**src/rtl/uart_pkg.sv**
```systemverilog
// uart_pkg
//   Shared UART definitions: standard baud rates, the divisor record type and
//   calc_div(), which turns a clock/baud/oversample triple into a fixed-point
//   divisor rounded to the nearest 1/2^frac_w clock cycle.
package uart_pkg;

  localparam int unsigned BAUD_9600_RATE   = 9600;
  localparam int unsigned BAUD_19200_RATE  = 19200;
  localparam int unsigned BAUD_57600_RATE  = 57600;
  localparam int unsigned BAUD_115200_RATE = 115200;

  localparam int unsigned DIV_INT_W  = 16;
  localparam int unsigned DIV_FRAC_W = 4;

  typedef struct packed {
    logic [DIV_INT_W-1:0]  div_int;
    logic [DIV_FRAC_W-1:0] div_frac;
  } baud_div_t;

  // Returns round(clk_hz * 2^frac_w / (baud * osr)). The caller splits the
  // result: upper bits are the integer divisor, low frac_w bits the fraction.
  function automatic longint unsigned calc_div(
    input longint unsigned clk_hz,
    input longint unsigned baud,
    input longint unsigned osr,
    input int unsigned     frac_w = DIV_FRAC_W
  );
    longint unsigned num;
    longint unsigned den;
    num = clk_hz << frac_w;
    den = baud * osr;
    return (num + (den >> 1)) / den;
  endfunction

endpackage

```
**src/rtl/frac_accum.sv**
```systemverilog
// frac_accum
//   Fractional phase accumulator. On every period wrap the fractional divisor
//   is added into acc; the adder carry-out lengthens the following period by
//   one clock.
// Ports:
//   clk_i    clock
//   rst_i    synchronous active-high reset
//   clr_i    synchronous clear (divisor apply or generator disabled)
//   wrap_i   one-cycle strobe: the period counter wrapped this cycle
//   frac_i   active fractional divisor
//   carry_o  1 when the current period is one clock longer
module frac_accum #(
  parameter int unsigned FracWidth = 4
) (
  input  logic                 clk_i,
  input  logic                 rst_i,
  input  logic                 clr_i,
  input  logic                 wrap_i,
  input  logic [FracWidth-1:0] frac_i,
  output logic                 carry_o
);

  logic [FracWidth-1:0] acc_q, acc_d;
  logic                 carry_q, carry_d;
  logic [FracWidth:0]   sum;

  assign sum = {1'b0, acc_q} + {1'b0, frac_i};

  always_comb begin
    acc_d   = acc_q;
    carry_d = carry_q;
    if (clr_i) begin
      acc_d   = '0;
      carry_d = 1'b0;
    end else if (wrap_i) begin
      acc_d   = sum[FracWidth-1:0];
      carry_d = sum[FracWidth];
    end
  end

  always_ff @(posedge clk_i) begin
    if (rst_i) begin
      acc_q   <= '0;
      carry_q <= 1'b0;
    end else begin
      acc_q   <= acc_d;
      carry_q <= carry_d;
    end
  end

  assign carry_o = carry_q;

endmodule

```
**src/rtl/frac_baud_gen.sv**
```systemverilog
// frac_baud_gen
//   Fractional-N baud tick generator. The oversample period averages
//   div_int + div_frac/2^FracWidth clocks; every OverSampleRate-th oversample
//   tick is also a bit tick. New divisors are written into a shadow register
//   and only take effect when neither the receiver nor the transmitter is busy.
// Ports:
//   clk_i, rst_i          clock, synchronous active-high reset
//   en_i                  generator enable (counters held at zero when low)
//   rx_busy_i, tx_busy_i  UART paths mid-frame; block divisor apply
//   div_wr_i              strobe loading div_int_i/div_frac_i into the shadow
//   os_tick_o, bit_tick_o registered one-cycle ticks
//   div_pending_o         shadow divisor waiting to apply
//   div_int_o, div_frac_o active divisor
module frac_baud_gen
  import uart_pkg::*;
#(
  parameter int unsigned ClockFrequency = 50_000_000,
  parameter int unsigned OverSampleRate = 16,
  parameter int unsigned IntWidth       = 16,
  parameter int unsigned FracWidth      = 4,
  parameter int unsigned ResetBaud      = 115200
) (
  input  logic                 clk_i,
  input  logic                 rst_i,
  input  logic                 en_i,
  input  logic                 rx_busy_i,
  input  logic                 tx_busy_i,
  input  logic                 div_wr_i,
  input  logic [IntWidth-1:0]  div_int_i,
  input  logic [FracWidth-1:0] div_frac_i,
  output logic                 os_tick_o,
  output logic                 bit_tick_o,
  output logic                 div_pending_o,
  output logic [IntWidth-1:0]  div_int_o,
  output logic [FracWidth-1:0] div_frac_o
);

  localparam longint unsigned RstDiv = calc_div(longint'(ClockFrequency),
                                                longint'(ResetBaud),
                                                longint'(OverSampleRate),
                                                FracWidth);
  localparam logic [IntWidth-1:0]  RstInt  = IntWidth'(RstDiv >> FracWidth);
  localparam logic [FracWidth-1:0] RstFrac = FracWidth'(RstDiv);

  localparam int unsigned CntW = IntWidth + 1;
  localparam int unsigned OsW  = $clog2(OverSampleRate);
  localparam logic [OsW-1:0] OsLast = OsW'(OverSampleRate - 1);

  logic [IntWidth-1:0]  act_int_q, act_int_d, shd_int_q, shd_int_d;
  logic [FracWidth-1:0] act_frac_q, act_frac_d, shd_frac_q, shd_frac_d;
  logic                 pending_q, pending_d;
  logic [CntW-1:0]      cyc_cnt_q, cyc_cnt_d;
  logic [OsW-1:0]       os_cnt_q, os_cnt_d;
  logic                 os_tick_q, os_tick_d;
  logic                 bit_tick_q, bit_tick_d;

  logic                 apply;
  logic                 carry;
  logic                 wrap;
  logic [IntWidth-1:0]  div_eff;
  logic [CntW-1:0]      lim_last;

  // Apply decision uses the registered pending flag, so a write in the same
  // cycle never applies itself; it waits for the next idle cycle.
  assign apply = pending_q && !(rx_busy_i || tx_busy_i);

  // Divisors below 2 would need a tick every cycle; clamp to 2.
  assign div_eff  = (act_int_q < IntWidth'(2)) ? IntWidth'(2) : act_int_q;
  assign lim_last = {1'b0, div_eff} + {{IntWidth{1'b0}}, carry} - CntW'(1);
  assign wrap     = en_i && !apply && (cyc_cnt_q == lim_last);

  frac_accum #(
    .FracWidth (FracWidth)
  ) u_frac_accum (
    .clk_i   (clk_i),
    .rst_i   (rst_i),
    .clr_i   (apply || !en_i),
    .wrap_i  (wrap),
    .frac_i  (act_frac_q),
    .carry_o (carry)
  );

  always_comb begin
    act_int_d  = act_int_q;
    act_frac_d = act_frac_q;
    shd_int_d  = shd_int_q;
    shd_frac_d = shd_frac_q;
    pending_d  = pending_q;
    cyc_cnt_d  = cyc_cnt_q;
    os_cnt_d   = os_cnt_q;
    os_tick_d  = 1'b0;
    bit_tick_d = 1'b0;

    // Shadow side: the old shadow is what applies this cycle, a concurrent
    // write refills the shadow and keeps pending set.
    if (apply) begin
      act_int_d  = shd_int_q;
      act_frac_d = shd_frac_q;
      pending_d  = 1'b0;
    end
    if (div_wr_i) begin
      shd_int_d  = div_int_i;
      shd_frac_d = div_frac_i;
      pending_d  = 1'b1;
    end

    // Period engine: restart from phase zero on apply, hold while disabled.
    if (apply || !en_i) begin
      cyc_cnt_d = '0;
      os_cnt_d  = '0;
    end else if (wrap) begin
      cyc_cnt_d = '0;
      os_tick_d = 1'b1;
      if (os_cnt_q == OsLast) begin
        os_cnt_d   = '0;
        bit_tick_d = 1'b1;
      end else begin
        os_cnt_d = os_cnt_q + OsW'(1);
      end
    end else begin
      cyc_cnt_d = cyc_cnt_q + CntW'(1);
    end
  end

  always_ff @(posedge clk_i) begin
    if (rst_i) begin
      act_int_q  <= RstInt;
      act_frac_q <= RstFrac;
      shd_int_q  <= RstInt;
      shd_frac_q <= RstFrac;
      pending_q  <= 1'b0;
      cyc_cnt_q  <= '0;
      os_cnt_q   <= '0;
      os_tick_q  <= 1'b0;
      bit_tick_q <= 1'b0;
    end else begin
      act_int_q  <= act_int_d;
      act_frac_q <= act_frac_d;
      shd_int_q  <= shd_int_d;
      shd_frac_q <= shd_frac_d;
      pending_q  <= pending_d;
      cyc_cnt_q  <= cyc_cnt_d;
      os_cnt_q   <= os_cnt_d;
      os_tick_q  <= os_tick_d;
      bit_tick_q <= bit_tick_d;
    end
  end

  assign os_tick_o     = os_tick_q;
  assign bit_tick_o    = bit_tick_q;
  assign div_pending_o = pending_q;
  assign div_int_o     = act_int_q;
  assign div_frac_o    = act_frac_q;

endmodule
```
**config.mk**
```make
export PLATFORM = sky130hd
export DESIGN_NAME = frac_baud_gen
export DESIGN_NICKNAME = d
export VERILOG_FILES = /design/src/rtl/uart_pkg.sv /design/src/rtl/frac_accum.sv /design/src/rtl/frac_baud_gen.sv
export SDC_FILE = /design/constraint.sdc
export NUM_CORES = 1
export LEC_CHECK = 0
export CORE_MARGIN = 8
export CORE_UTILIZATION = 55
export CTS_CLUSTER_SIZE = 28
export DETAILED_ROUTE_END_ITERATION = 8
export GPL_ROUTABILITY_DRIVEN = 0
export PLACE_DENSITY = 0.77
export SETUP_SLACK_MARGIN = 0.2
export SKIP_LAST_GASP = 1
export SLEW_MARGIN = 20
export SYNTH_ARGS = -nofsm -noshare
export SYNTH_HDL_FRONTEND = slang
export SYNTH_SLANG_ARGS = --single-unit
export TNS_END_PERCENT = 30
```
**constraint.sdc**
```tcl
create_clock -name clk_i -period 8.9 [get_ports clk_i]
set_clock_uncertainty 0.05 [all_clocks]
set_input_delay 1.78 -clock clk_i [delete_from_list [all_inputs] [get_ports clk_i]]
set_output_delay 1.78 -clock clk_i [all_outputs]
set_load 0.02 [all_outputs]
```
==> flow_summary_export.csv <==
group,metric,value,unit
pwr,power_density,146,nW/um^2
detailed_routing,num_vias,3060,
clock_network,cts_buffers,9,
status,status,"completed",
clock_network,cts_max_level,3,
global_routing,antenna_found_initial,0,
pwr,intPower,472,uW
detailed_routing,wl_met1,3870,um
floorplanning,fp.dieH,96.8,um
sta,rsz0062_at_grt,"false",
global_routing,grt_remaining_overflow,0,
worst_setup_path,cp-start-kind,"flop",
yosys,yosysWarnings,0,
sta,post-route-min-period,4.00,ns
yosys,synth_area,3590,sq um
detailed_routing,ant_nets,0,
global_routing,grt_max_degree,44,
worst_setup_path,crit_arrival,4.22,ns
yosys,synth_cell_type_count,57,
detailed_routing,route.detailed.drc,0,
placed_design,post-dp-hpwl,6370,um
floorplanning,initial_core_util,56.6,%
detailed_routing,vias_per_cell,5.76,
yosys,synth_top_cell_by_area,"dfxtp_1",
sta,slew_violations,0,
job,maxCapViolCount,0,
yosys,ys_ff_latch,69,
pwr,power_frac_comb,8.7,%
placed_design,numPortBuffers,48,
worst_setup_path,cp-startpoint,"div_int_o[15]",
floorplanning,ioPinCount,49,
final_layout,areaGrowthSynthToFinish,19.0,%
worst_setup_path,ff2ff_path_depth,12,
clock_network,clock-sinks,69,
yosys,async_reset_ff_share,0,%
sta,slew_headroom,47.8,%
sta,setup-violations-final,0,
worst_setup_path,endpoint_kind,"flop",
clock_network,clk_root_buffer_cell,"clkbuf_8",
worst_setup_path,critPathRequiredTime,9.13,ns
yosys,avgSynthCellArea,8.74,sq um
sta,fin_hold_ws,0.408,ns
pwr,peakVddDrop,97.5,uV
yosys,synth.net_count,446,
detailed_routing,met2WireLength,4130,um
clock_network,cts_tree,"done",
worst_setup_path,worstSetupPathType,"reg2reg",
pwr,netSwitchingPower,154,uW
final_layout,fin_nets,484,
pwr,p_seq_share,51.7,%
floorplanning,core_area,6350,sq um
detailed_routing,wl_per_cell,16.3,um
floorplanning,die_area,9380,sq um
global_routing,grt_first_pass_wirelength,14900,um
pwr,swShare,24.7,%
final_layout,fillCellCount,548,
clock_network,clock_latency,0.35,ns
detailed_routing,dr.max_layer_used,"met4",
yosys,synth-edff-count,0,
detailed_routing,totalWireLength,8650,um
worst_hold_path,hp-start,"shd_int_q[6]",
yosys,ys_seq_area_share,38.4,%
detailed_routing,firstDrtPassIters,4,
sta,period_share,44.9,%
worst_hold_path,holdPathStages,2,
pwr,p_leak,0.00162,uW
yosys,synth_top_flop_cell,"dfxtp_1",
sta,hold_viol_final,0,
pwr,p_clk_share,39.6,%
sta,tightestPinTransition,0.781,ns
clock_network,cts.clk_slew.worst_paths,0.08,ns
clock_network,ctsHoldBuffers,0,
final_layout,insertedDiodeCount,0,
clock_network,cts_resized,0,
yosys,synth_cells,411,
yosys,yosys.area.top_type_share,38.4,%
final_layout,drive_gt1_share,8.59,%
clock_network,cts_buffer_depth,2,
clock_network,cts_setup_buffers,0,
yosys,synth_area_leaders,"dfxtp_1 (38%), nand2_1 (5.8%), mux2i_1 (5.0%), xor2_1 (4.1%), xnor2_1 (3.9%)",
detailed_routing,wl_met3,416,um
detailed_routing,drt_iter0_drc,167,
global_routing,track_usage,18.8,%
sta,setup_tns,0,ns
global_routing,grt_pass1_vias,3125,
floorplanning,num_rows,29,
worst_hold_path,min_path_type,"reg2reg",
sta,max_freq,250,MHz
worst_setup_path,path_max_fanout,6,
worst_setup_path,rr_startpoint,"div_int_o[15]",
floorplanning,die_w,96.8,um
## layout by cell type, fill, tap and decap left out, types with 7 or more instances in the layout
cell	instances
nor2_1	35
ha_1	8
nand3_1	12
nor2b_1	7
nand4_1	8
dfxtp_1	69
xnor2_1	16
clkbuf_8	9
xor2_1	17
mux2i_1	18
a21oi_1	25
and3_1	7
inv_1	8
clkdlybuf4s50_1	47
nor3_1	23
nand2_1	56
a211o_1	7
## state kept, by name, summed over array words and instances, names as in the netlist, 4 cells and up
register	flops
cyc_cnt_q	17
div_frac_o	4
div_int_o	16
os_cnt_q	4
shd_frac_q	4
shd_int_q	16
u_frac_accum.acc_q	4
## per-layer routing
layer | vias to the layer above | GRT usage [%]
met4 | 0 | 8.28
met5 | - | 0
met2 | 75 | 31.0
met3 | 19 | 5.12
li1 | 1531 | -
met1 | 1435 | 22.2
## synthesized netlist by cell type (4+ instances only)
library cell	count
buf_2	5
o31ai_1	5
dfxtp_1	69
nor3_1	23
a21oi_1	25
nand2_1	56
nor2_1	35
or4_1	4
inv_1	8
xor2_1	17
clkbuf_1	16
mux2i_1	18
a211o_1	7
nor2b_1	7
nand4_1	8
xnor2_1	16
nand3b_1	5
and2_1	4
ha_1	8
nand3_1	12
and3_1	7
## final timing paths
check / slack [ns] / endpoint
max: 4.90 / os_cnt_q[2]
min reg2reg: 0.41 / div_int_o[6]
max reg2reg: 4.90 / os_cnt_q[2]
min: 0.41 / div_int_o[6]
## area by class of cell
class                           instances  area, sq um  area share, %
Clock buffer                            9          124           2.90
Sequential cell                        69         1380           32.3
Tap cell                               77         96.3           2.25
Timing Repair Buffer                   50          494           11.6
Multi-Input combinational cell        311         2090           48.8
Clock inverter                          7         66.3           1.55
Inverter                                8         30.0          0.702
## logic make-up (layout without fill, tap and decap cells)
group | Yosys count | after routing | share of synthesized area (%)
simple gates | 188 | 188 | 29.0
flops | 69 | 69 | 38.4
compound gates | 62 | 62 | 11.9
xor+xnor | 34 | 34 | 8.70
buf+inv | 31 | 74 | 3.52
mux | 18 | 18 | 5.01
fa+ha+maj | 9 | 9 | 3.34
## power by group through the flow
| stage | Combinational (uW) | Sequential [uW] | Clock (uW) |
|---|---|---|---|
| 4_1_cts | 54.2 | 324 | 251 |
| 3_5_place_dp | 54.0 | 331 | 0 |
| 3_3_place_gp | 53.3 | 331 | 0 |
| 2_1_floorplan | 32.0 | 331 | 0 |
| 5_1_grt | 59.6 | 325 | 266 |
| 6_report | 54.2 | 324 | 248 |
## critical path, cell delays in order (launching register included)
cell and delay (ns):
dfxtp_1 0.37, nor4_2 0.55, nand4_1 0.26, nand2_1 0.13, ha_1 0.21, ha_1 0.18, nor3b_2 0.38, and2_1 0.27
nor4b_2 0.22, nor3_1 0.12, or4_1 0.58, nor4b_2 0.40, mux2i_1 0.22
## metrics by stage
stage	total power, uW	std cells	setup WS [ns]	util, %	instance area, sq um
6_report	626	531	4.90	67.4	4280
3_3_place_gp	384	514	4.83	64.3	4080
2_1_floorplan	363	411	5.35	-	3590
3_5_place_dp	385	514	4.69	64.2	4080
5_1_grt	650	531	4.66	67.4	4280
4_1_cts	630	530	4.68	67.2	4270
(Power assumes the default switching activity.)
